--- src/rtl/i2c_sensor_responder.sv ---
// I2C target that returns a snapshot of a 16-bit sensor value on reads and
// latches single bytes on writes. Bus lines are oversampled on clk.
module i2c_sensor_responder #(
  parameter logic [6:0] I2C_ADDR = 7'h44,
  parameter int         RD_LEN   = 2
) (
  input  logic        clk,
  input  logic        rst,
  input  logic        scl_in,
  input  logic        sda_in,
  output logic        sda_oe,
  input  logic [15:0] sensor_data,
  output logic        snap_pulse,
  output logic [7:0]  wr_data,
  output logic        wr_valid,
  output logic        busy
);

  localparam logic [2:0] IDLE      = 3'd0;
  localparam logic [2:0] ADDR      = 3'd1;
  localparam logic [2:0] ADDR_ACK  = 3'd2;
  localparam logic [2:0] RX_BYTE   = 3'd3;
  localparam logic [2:0] RX_ACK    = 3'd4;
  localparam logic [2:0] TX_BYTE   = 3'd5;
  localparam logic [2:0] TX_ACK    = 3'd6;
  localparam logic [2:0] WAIT_STOP = 3'd7;

  // Byte index saturates so a long read never wraps back onto sensor bytes.
  function automatic logic [7:0] sat_inc8(input logic [7:0] v);
    return (v == 8'hFF) ? v : v + 8'd1;
  endfunction

  function automatic logic [7:0] tx_byte_sel(input logic [7:0] idx, input logic [15:0] shd);
    if (idx == 8'd0 && RD_LEN > 0)
      return shd[15:8];
    else if (idx == 8'd1 && RD_LEN > 1)
      return shd[7:0];
    else
      return 8'hFF;
  endfunction

  logic        scl_p0, scl_p1, scl_p2;
  logic        sda_p0, sda_p1, sda_p2;
  logic [2:0]  state;
  logic [2:0]  bitcnt;
  logic [6:0]  sreg;
  logic [15:0] shadow;
  logic [7:0]  txsr;
  logic [7:0]  byteidx;
  logic        rw;
  logic        matched;
  logic        ack_on;
  logic        acked;

  logic        scl_rise, scl_fall, start_det, stop_det;
  logic [7:0]  next_byte;

  // Stage p1 is the synchronized level, p2 its one-cycle history.
  assign scl_rise  = scl_p1 & ~scl_p2;
  assign scl_fall  = ~scl_p1 & scl_p2;
  assign start_det = scl_p1 & scl_p2 & sda_p2 & ~sda_p1;
  assign stop_det  = scl_p1 & scl_p2 & ~sda_p2 & sda_p1;
  assign next_byte = tx_byte_sel(byteidx, shadow);

  assign busy = matched && (state != IDLE) && (state != ADDR);

  always_ff @(posedge clk) begin
    if (rst) begin
      scl_p0     <= 1'b1;
      scl_p1     <= 1'b1;
      scl_p2     <= 1'b1;
      sda_p0     <= 1'b1;
      sda_p1     <= 1'b1;
      sda_p2     <= 1'b1;
      state      <= IDLE;
      bitcnt     <= 3'd0;
      sreg       <= 7'd0;
      shadow     <= 16'h0000;
      txsr       <= 8'h00;
      byteidx    <= 8'd0;
      rw         <= 1'b0;
      matched    <= 1'b0;
      ack_on     <= 1'b0;
      acked      <= 1'b0;
      sda_oe     <= 1'b0;
      snap_pulse <= 1'b0;
      wr_valid   <= 1'b0;
      wr_data    <= 8'h00;
    end else begin
      scl_p0     <= scl_in;
      scl_p1     <= scl_p0;
      scl_p2     <= scl_p1;
      sda_p0     <= sda_in;
      sda_p1     <= sda_p0;
      sda_p2     <= sda_p1;
      snap_pulse <= 1'b0;
      wr_valid   <= 1'b0;

      if (start_det) begin
        state   <= ADDR;
        bitcnt  <= 3'd0;
        byteidx <= 8'd0;
        matched <= 1'b0;
        ack_on  <= 1'b0;
        acked   <= 1'b0;
        sda_oe  <= 1'b0;
      end else if (stop_det) begin
        state   <= IDLE;
        matched <= 1'b0;
        ack_on  <= 1'b0;
        acked   <= 1'b0;
        sda_oe  <= 1'b0;
      end else begin
        case (state)
          ADDR: begin
            if (scl_rise) begin
              sreg <= {sreg[5:0], sda_p1};
              if (bitcnt == 3'd7) begin
                bitcnt <= 3'd0;
                if (sreg == I2C_ADDR) begin
                  matched <= 1'b1;
                  rw      <= sda_p1;
                  ack_on  <= 1'b0;
                  state   <= ADDR_ACK;
                  if (sda_p1) begin
                    shadow     <= sensor_data;
                    snap_pulse <= 1'b1;
                  end
                end else begin
                  state <= WAIT_STOP;
                end
              end else begin
                bitcnt <= bitcnt + 3'd1;
              end
            end
          end

          ADDR_ACK: begin
            // First falling edge pulls ACK; the next one ends the ACK slot.
            if (scl_fall) begin
              if (!ack_on) begin
                ack_on <= 1'b1;
                sda_oe <= 1'b1;
              end else begin
                ack_on <= 1'b0;
                bitcnt <= 3'd0;
                if (rw) begin
                  txsr   <= next_byte;
                  sda_oe <= ~next_byte[7];
                  state  <= TX_BYTE;
                end else begin
                  sda_oe <= 1'b0;
                  state  <= RX_BYTE;
                end
              end
            end
          end

          RX_BYTE: begin
            if (scl_rise) begin
              sreg <= {sreg[5:0], sda_p1};
              if (bitcnt == 3'd7) begin
                bitcnt   <= 3'd0;
                wr_data  <= {sreg, sda_p1};
                wr_valid <= 1'b1;
                ack_on   <= 1'b0;
                state    <= RX_ACK;
              end else begin
                bitcnt <= bitcnt + 3'd1;
              end
            end
          end

          RX_ACK: begin
            if (scl_fall) begin
              if (!ack_on) begin
                ack_on <= 1'b1;
                sda_oe <= 1'b1;
              end else begin
                ack_on <= 1'b0;
                sda_oe <= 1'b0;
                bitcnt <= 3'd0;
                state  <= RX_BYTE;
              end
            end
          end

          TX_BYTE: begin
            // MSB is already on the bus at entry; each fall presents the next bit.
            if (scl_fall) begin
              if (bitcnt == 3'd7) begin
                sda_oe <= 1'b0;
                acked  <= 1'b0;
                state  <= TX_ACK;
              end else begin
                bitcnt <= bitcnt + 3'd1;
                txsr   <= {txsr[6:0], 1'b1};
                sda_oe <= ~txsr[6];
              end
            end
          end

          TX_ACK: begin
            if (scl_rise) begin
              if (!sda_p1) begin
                acked   <= 1'b1;
                byteidx <= sat_inc8(byteidx);
              end else begin
                state <= WAIT_STOP;
              end
            end else if (scl_fall && acked) begin
              acked  <= 1'b0;
              bitcnt <= 3'd0;
              txsr   <= next_byte;
              sda_oe <= ~next_byte[7];
              state  <= TX_BYTE;
            end
          end

          default: begin
            sda_oe <= 1'b0;
          end
        endcase
      end
    end
  end

endmodule

--- config.mk ---
export PLATFORM = sky130hd
export DESIGN_NAME = i2c_sensor_responder
export DESIGN_NICKNAME = d
export VERILOG_FILES = /design/src/rtl/i2c_sensor_responder.sv
export SDC_FILE = /design/constraint.sdc
export NUM_CORES = 1
export LEC_CHECK = 0
export CORE_ASPECT_RATIO = 1.5
export CORE_MARGIN = 3
export CORE_UTILIZATION = 51
export DETAILED_ROUTE_END_ITERATION = 16
export MAX_ROUTING_LAYER = met4
export PLACE_DENSITY_LB_ADDON = 0.3
export SETUP_SLACK_MARGIN = 0.2
export SLEW_MARGIN = 20
export SYNTH_ARGS = -nofsm -noshare
export SYNTH_HDL_FRONTEND = slang
export SYNTH_SLANG_ARGS = --single-unit
--- constraint.sdc ---
create_clock -name clk -period 2.3 [get_ports clk]
set_clock_uncertainty 0.05 [all_clocks]
set_input_delay 0.345 -clock clk [delete_from_list [all_inputs] [get_ports clk]]
set_output_delay 0.345 -clock clk [all_outputs]
set_load 0.005 [all_outputs]
==> flow_summary.ini, run 1 <==
[outcome]
outcome = finished clean

[cells_and_area]
nets = 446
final.fill_count = 524
final_cells = 497
drive_above_1_share = 0.167
diodes = 0
post-route-util = 0.650
finalInstanceArea_sq_um = 3870
layout-area-overhead-vs-synth_pct = 19.9

[worst_setup_path]
startpoint = bitcnt[0]
path_class = reg -> reg
cp.arrival_ps = 2350
reg2reg_slack_ps = 180
end_kind = flop
rr_endpoint = txsr[2]
r2r_cells = 8
crit_path_max_fanout = 7
cp-start-kind = flop
r2r-start = bitcnt[0]
worstPathRequired_ps = 2530

[power]
ir_drop_mv = 0.553
p_leak_nw = 1.44
cellPowerDensity_nw_per_um2 = 597
power_mw = 2.31

[timing]
fin_hold_ws_ps = 366
timing.final.ws_setup_ps = 184
fmax_ghz = 0.473
min_period_ps = 2120
fin_setup_tns_ps = 0
tightestPinTransition_ps = 581
rsz0062_at_grt = yes
slew_viol_final = 0
finalCritPeriodShare = 0.920
hold_viol_final = 0
final-setup-viol-count = 0
slew-limit-headroom = 0.608

[worst_hold_path]
hold_end = sda_p1
hold_path_class = reg -> reg
hold_depth = 1
min-delay-start = sda_p0

[synth]
seq_area_frac_synth = 0.403
synth_common_cells = 65 x dfxtp_1, 59 x nand2_1, 38 x a21oi_1, 38 x nor2_1, 15 x inv_1
synth_area_per_cell_sq_um = 8.39
syn_nets = 410
synthTopCellsByArea = dfxtp_1 40%, nand2_1 6.9%, a21oi_1 5.9%
synthArstFlopShare = 0
ys_ff_latch = 65
synth_edf_count = 0
synthCells = 385
synth_cell_type_count = 61
synth_most_common_cell = dfxtp_1
synth_area_sq_um = 3230
ys_warn_count = 0
synth_top_area_cell = dfxtp_1
synth_top_area_frac = 0.403
synth_ff_type = dfxtp_1

[cts]
clock_sinks = 65
numCtsBuffers = 9
insertion_delay_ps = 350
path_clk_slew_ps = 80
cts_tree = built
ctsRootBufferMaster = clkbuf_8
h-tree-depth = 3
clk_path_buf_depth = 2

[drt]
dr.pass1.iters = 4
drt_iter0_drc = 233
post_drt_via_cell_ratio = 5.72
drcViolationCount = 0
wl_um = 7270
wire_per_inst_um = 14.6
vias = 2841
ant_nets = 0

[placement]
dp.cells = 477
pre_cts_slack_ps = 89.6
port_buffers = 31
dpl_cell_area_sq_um = 3610
gp_congestion = 0.959
dp_hpwl_um = 5070

[die]
start_util = 0.542
ios = 32
die_area_sq_um = 7350
design.core.area_sq_um = 5960
die_h_um = 103
die_x_um = 71.0
rows = 34

[global_routing]
grt-ovfl-total = 0
grt_pass1_wl_um = 12300
antenna_found_initial = 0
grt_usage = 0.217
grt_max_degree = 29
grt_pass1_vias = 2634

[flow_run]
max_cap_violations = 0
## registers in the layout, summed over array words and instances (netlist names), 3 cells and up
name	cells
shadow	16
txsr	7
sreg	7
wr_data	8
state	3
bitcnt	3
byteidx	8
## where the power goes
group / switching [mW] / internal (mW)
Combinational: 0.161 / 0.156
Sequential: 0.0292 / 1.15
Clock: 0.442 / 0.378
## what timing repair did
action | 4_1_cts | 5_1_grt
buffers inserted | 1 | 3
hold endpoints to repair | 0 | 0
hold buffers | 0 | 0
cloned | 1 | 0
setup endpoints to repair | 10 | 29
pin swaps | 9 | 9
gates resized for setup | 12 | 5
## placed cells by master (no fill, tap or decap), types with 3 or more instances in the layout
cell and count:
a21oi_1 38, a22o_1 6, a31o_2 4, and3_1 4, buf_4 18, buf_6 3, clkbuf_8 9, clkdlybuf4s50_1 31
clkinv_2 4, dfxtp_1 60, dfxtp_2 4, ha_1 3, inv_1 15, mux2i_1 10, nand2_1 59, nand2b_1 9
nand3_1 4, nand3b_1 3, nand4_1 6, nor2_1 37, nor2b_1 8, nor3_1 5, o211ai_1 9, o21ai_0 9
or2_2 8, or4_1 3, xnor2_1 8
## kinds of logic after synthesis
group / count (synthesis) / share of synthesized area
mux: 11 / 0.0345
compound gates: 89 / 0.195
flops: 65 / 0.403
simple gates: 165 / 0.264
buf+inv: 42 / 0.0627
xor+xnor: 8 / 0.0217
fa+ha+maj: 5 / 0.0194
## how the worst max path moves through the flow
stage,slack [ps],endpoint,cells after the start
finish,180,txsr[2],8
CTS,200,busy,4
floorplan,210,txsr[0],8
global route,120,txsr[4],8
detailed placement,90,bitcnt[0],7
global placement,200,bitcnt[0],7
## layout make-up
type                    instances  area, sq um  share of cell area
inverters                      15         56.3              0.0145
multi-input cells             278         1780               0.459
well taps                      72         90.1              0.0233
clock inverters                 6         36.3             0.00937
clock buffers                   9          124              0.0320
repair buffers                 52          479               0.124
flip-flops and latches         65         1310               0.338
## worst max-delay path: stages (launching register included)
cell and delay (ps):
dfxtp_2 340, ha_4 160, ha_4 150, or3b_4 360, a22o_4 250, a221oi_4 320, buf_6 170, o211ai_1 100
a21oi_1 140
## metal layers
layer,part of all wire,global-route usage,vias to the layer above,routed length (um)
met3,0.044,0.0435,16,320
met4,0.020,0.103,0,144
met5,0,-,-,0
li1,-,-,1411,-
met1,0.44,0.254,1338,3210
met2,0.49,0.358,76,3600
No activity file was read; power rests on OpenSTA's default activity.
==> run 2, diff against run 1 <==
- CORE_ASPECT_RATIO: 1.5 -> 0.5
==> flow_summary.ini, run 2 (synthesis results as in run 1) <==
[outcome]
outcome = finished clean

[power]
swShare = 0.252
cellPowerDensity_nw_per_um2 = 704
intPower_mw = 2.15
p_switching_mw = 0.726
p_comb_frac = 0.111
clock_power_share = 0.481
ir_drop_mv = 0.621
p_leak_nw = 1.53
seq_power_share = 0.408

[cells_and_area]
layout-area-overhead-vs-synth_pct = 26.6
layout_commonest_cell = dfxtp_1
drive_above_1_share = 0.188
mostFrequentLayoutCells = 60 x dfxtp_1, 59 x nand2_1, 37 x a21oi_1, 37 x nor2_1, 31 x clkdlybuf4s50_1
nets = 450
regMostFlops = shadow
largest_reg_flops = 16
top_regs = shadow (16), byteidx (8), wr_data (8)
diodes = 0

[drt]
dr.pass1.iters = 6
drcViolationCount = 0
drt_iter0_drc = 245
vias = 2919
post_drt_via_cell_ratio = 5.68
wire_per_inst_um = 15.3
wl_um = 7860
ant_nets = 0

[global_routing]
grt-ovfl-total = 0
grt_pass1_wl_um = 13300
top_usage_layer = met2
grt_usage = 0.230
antenna_found_initial = 0
grt_max_degree = 45
grt_use_met3 = 0.0680
grt_pass1_vias = 2757
grtUsageMet2 = 0.328
use_met1 = 0.299

[worst_setup_path]
crit_path_max_fanout = 7
slowest_delay_ps = 360
crit_buf_inv = 2
cp.arrival_ps = 2330
cp_slowest_cell = or3b_4
end_kind = flop
path_delay_family = compound AO/OA/AOI/OAI gates
worstPathRequired_ps = 2450
cp-start-kind = flop
worstPathCellList = ha_4, ha_4, or3b_4, a22o_4, a221oi_4, buf_6, buf_6, nand2b_1, a21oi_1
path_class = reg -> reg

[placement]
dp_hpwl_um = 5270
port_buffers = 31
gp_congestion = 1.01
pre_cts_slack_ps = 139

[cts]
clock_sinks = 65
path_clk_slew_ps = 50
hold_buffers = 0
ctsRootBufferMaster = clkbuf_16
numCtsBuffers = 9
clk_path_buf_depth = 2
cts_tree = built
insertion_delay_ps = 340
h-tree-depth = 3

[timing]
tightestPinTransition_ps = 725
fmax_ghz = 0.459
slew-limit-headroom = 0.511
fin_setup_tns_ps = 0
slew_viol_final = 0
fin_hold_ws_ps = 356
rsz0062_at_grt = yes
finalCritPeriodShare = 0.947
hold_viol_final = 0
final-setup-viol-count = 0
timing.final.ws_setup_ps = 121
min_period_ps = 2180

[flow_run]
max_cap_violations = 0

[die]
die_area_sq_um = 7380
die_h_um = 62.3
design.core.area_sq_um = 5800
die_x_um = 119
rows = 19
start_util = 0.557
ios = 32

[worst_hold_path]
hold_path_class = reg -> reg
==> run 2: changes by cell type in the layout (fill, tap and decap cells not counted), moves of 3 or more <==
| cell | before | now |
|---|---|---|
| clkbuf_16 | 0 | 9 |
| clkbuf_8 | 9 | 0 |
| clkinv_2 | 4 | 1 |
| buf_4 | 18 | 22 |
==> run 2: power groups by stage <==
stage	logic, mW	registers, mW	clock network (mW)
detailed placement	0.286	1.19	0
finish	0.318	1.18	1.39
floorplan	0.202	1.18	0
CTS	0.307	1.17	1.40
global route	0.345	1.18	1.47
global placement	0.281	1.19	0
==> run 2: layout make-up <==
cell class | count | area, sq um
multi-input cells | 278 | 1800
fillers | 458 | 1710
repair buffers | 56 | 513
inverters | 15 | 56.3
well taps | 84 | 105
flip-flops and latches | 65 | 1310
clock buffers | 9 | 225
clock inverters | 7 | 78.8
==> run 2: worst paths after layout <==
path / slack, ps / endpoint / startpoint / depth (start not counted)
hold reg to reg: 360 / scl_p1 / scl_p0 / 1
setup reg to reg: 120 / txsr[1] / bitcnt[1] / 9
hold / removal: 360 / scl_p1 / scl_p0 / 1
setup / recovery: 120 / txsr[1] / bitcnt[1] / 9
==> run 2: layer usage <==
layer / wire (um) / vias to the layer above / share of wire
met3: 544 / 18 / 0.069
met5: 0 / - / 0
met4: 159 / 0 / 0.020
li1: - / 1427 / -
met2: 3420 / 115 / 0.44
met1: 3730 / 1359 / 0.47
==> run 2: worst reg2reg max path, stage by stage (launching register included) <==
cell and delay [ps]:
dfxtp_2 330, ha_4 160, ha_4 150, or3b_4 360
a22o_4 250, a221oi_4 260, buf_6 150, buf_6 110
nand2b_1 120, a21oi_1 80
==> run 2: stage by stage <==
stage	utilization	cells	power, mW	cell area, sq um
detailed placement	0.628	492	1.48	3640
floorplan	-	385	1.38	3230
global placement	0.628	492	1.47	3640
finish	0.705	514	2.88	4090
global route	0.705	514	2.99	4090
CTS	0.695	511	2.88	4030
==> run 2: repair_timing <==
action / in CTS / in global routing
pin swaps: 7 / 7
setup endpoints to repair: 13 / 30
buffers inserted: 3 / 3
gates resized for setup: 14 / 9
==> run 3, diff against run 2 <==
--- a/config.mk
+++ b/config.mk
@@ -8,5 +8,5 @@
 export CORE_ASPECT_RATIO = 0.5
 export CORE_MARGIN = 3
-export CORE_UTILIZATION = 51
+export CORE_UTILIZATION = 55
 export DETAILED_ROUTE_END_ITERATION = 16
 export MAX_ROUTING_LAYER = met4
==> constraint.sdc (replaced) <==
create_clock -name clk -period 2.4 [get_ports clk]
set_clock_uncertainty 0.05 [all_clocks]
set_input_delay 0.36 -clock clk [delete_from_list [all_inputs] [get_ports clk]]
set_output_delay 0.36 -clock clk [all_outputs]
set_load 0.1 [all_outputs]
==> flow_summary.ini, run 3 (synthesis results as in run 1) <==
[timing]
slew-limit-headroom = 0.489
min_period_ps = 2170
finalCritPeriodShare = 0.906
fmax_ghz = 0.460
rsz0062_at_grt = yes
timing.final.ws_setup_ps = 225
slew_viol_final = 0
fin_setup_tns_ps = 0
fin_hold_ws_ps = 363
final-setup-viol-count = 0
tightestPinTransition_ps = 758
hold_viol_final = 0

[power]
cellPowerDensity_nw_per_um2 = 699
p_leak_nw = 1.52
power_mw = 2.80
ir_drop_mv = 0.593

[drt]
wire_per_inst_um = 15.9
ant_nets = 0
wl_um = 7880
post_drt_via_cell_ratio = 5.81
drcViolationCount = 0
dr.pass1.iters = 5
vias = 2880
drt_iter0_drc = 303

[placement]
dp.cells = 475
dp_hpwl_um = 5150
dpl_cell_area_sq_um = 3570
gp_congestion = 0.967
port_buffers = 31
pre_cts_slack_ps = 69.0

[cts]
ctsRootBufferMaster = clkbuf_16
clk_path_buf_depth = 2
numCtsBuffers = 9
insertion_delay_ps = 330
path_clk_slew_ps = 60
h-tree-depth = 3
cts_tree = built
hold_buffers = 0
clock_sinks = 65

[global_routing]
grt_use_met3 = 0.0799
grt_max_degree = 46
grt_pass1_vias = 2599
grt_pass1_wl_um = 12300
grtUsageMet2 = 0.351
antenna_found_initial = 0
top_usage_layer = met2
grt_usage = 0.240
use_met1 = 0.307
grt-ovfl-total = 0

[cells_and_area]
finalInstanceArea_sq_um = 4010
final.fill_count = 424
largest_reg_flops = 16
nets = 443
final_cells = 496
layout-area-overhead-vs-synth_pct = 24.1
drive_above_1_share = 0.199
diodes = 0
post-route-util = 0.717
regMostFlops = shadow
top_regs = shadow (16), byteidx (8), wr_data (8)
mostFrequentLayoutCells = 61 x dfxtp_1, 59 x nand2_1, 38 x a21oi_1, 38 x nor2_1, 26 x buf_4
layout_commonest_cell = dfxtp_1

[worst_setup_path]
cp-start-kind = flop
path_class = reg -> reg
end_kind = flop
crit_path_max_fanout = 5
worstPathRequired_ps = 2600
cp.arrival_ps = 2380

[die]
rows = 19
design.core.area_sq_um = 5590
die_x_um = 114
start_util = 0.578
ios = 32
die_area_sq_um = 6890
die_h_um = 60.2

[worst_hold_path]
hold_path_class = reg -> reg

[flow_run]
max_cap_violations = 0

[outcome]
outcome = finished clean
run 3: changes by cell type in the layout (fill, tap and decap cells not counted), sizes merged:
cell	previous run	this run
clkdlybuf4s50	31	19
buf	25	30
clkinv	2	1
clkbuf	9	11
inv	17	16
run 3: timing repair:
action,CTS,global route
buffers inserted,2,2
gates cloned,0,1
setup endpoints to repair,23,30
endpoints found under the hold margin,0,0
pin swaps,1,9
gates resized for setup,1,19
run 3: area by class of cell:
class                      count  area [sq um]  share of cell area
timing repair buffer          49           439               0.110
sequential                    65          1310               0.326
multi-input combinational    278          1800               0.449
tap                           73          91.3              0.0228
inverter                      15          56.3              0.0140
clock buffer                  11           253              0.0631
clock inverter                 5          62.6              0.0156
run 3: path summary, 6_finish.rpt:
kind	from	endpoint	slack, ps	cells after the start
setup / recovery	bitcnt[1]	txsr[0]	230	8
hold / removal	sda_p0	sda_p1	360	1
setup reg to reg	bitcnt[1]	txsr[0]	230	8
hold reg to reg	sda_p0	sda_p1	360	1
run 3: critical path, cell delays in order (launching register included):
cell	delay, ps
dfxtp_2	340
ha_4	170
ha_4	150
or3b_4	360
a22o_4	250
a221oi_4	370
buf_6	160
nor2_1	50
a211oi_2	190
run 3: power breakdown:
part | leakage [nW] | internal [mW] | switching [mW]
clock network | 0.148 | 0.865 | 0.479
registers | 0.526 | 1.10 | 0.0313
logic | 0.847 | 0.139 | 0.184
total | 1.52 | 2.10 | 0.695
run 3: per-layer routing:
layer	vias up	wire length (um)
met5	-	0
met4	0	147
met3	16	523
met2	101	3490
met1	1348	3710
li1	1415	-
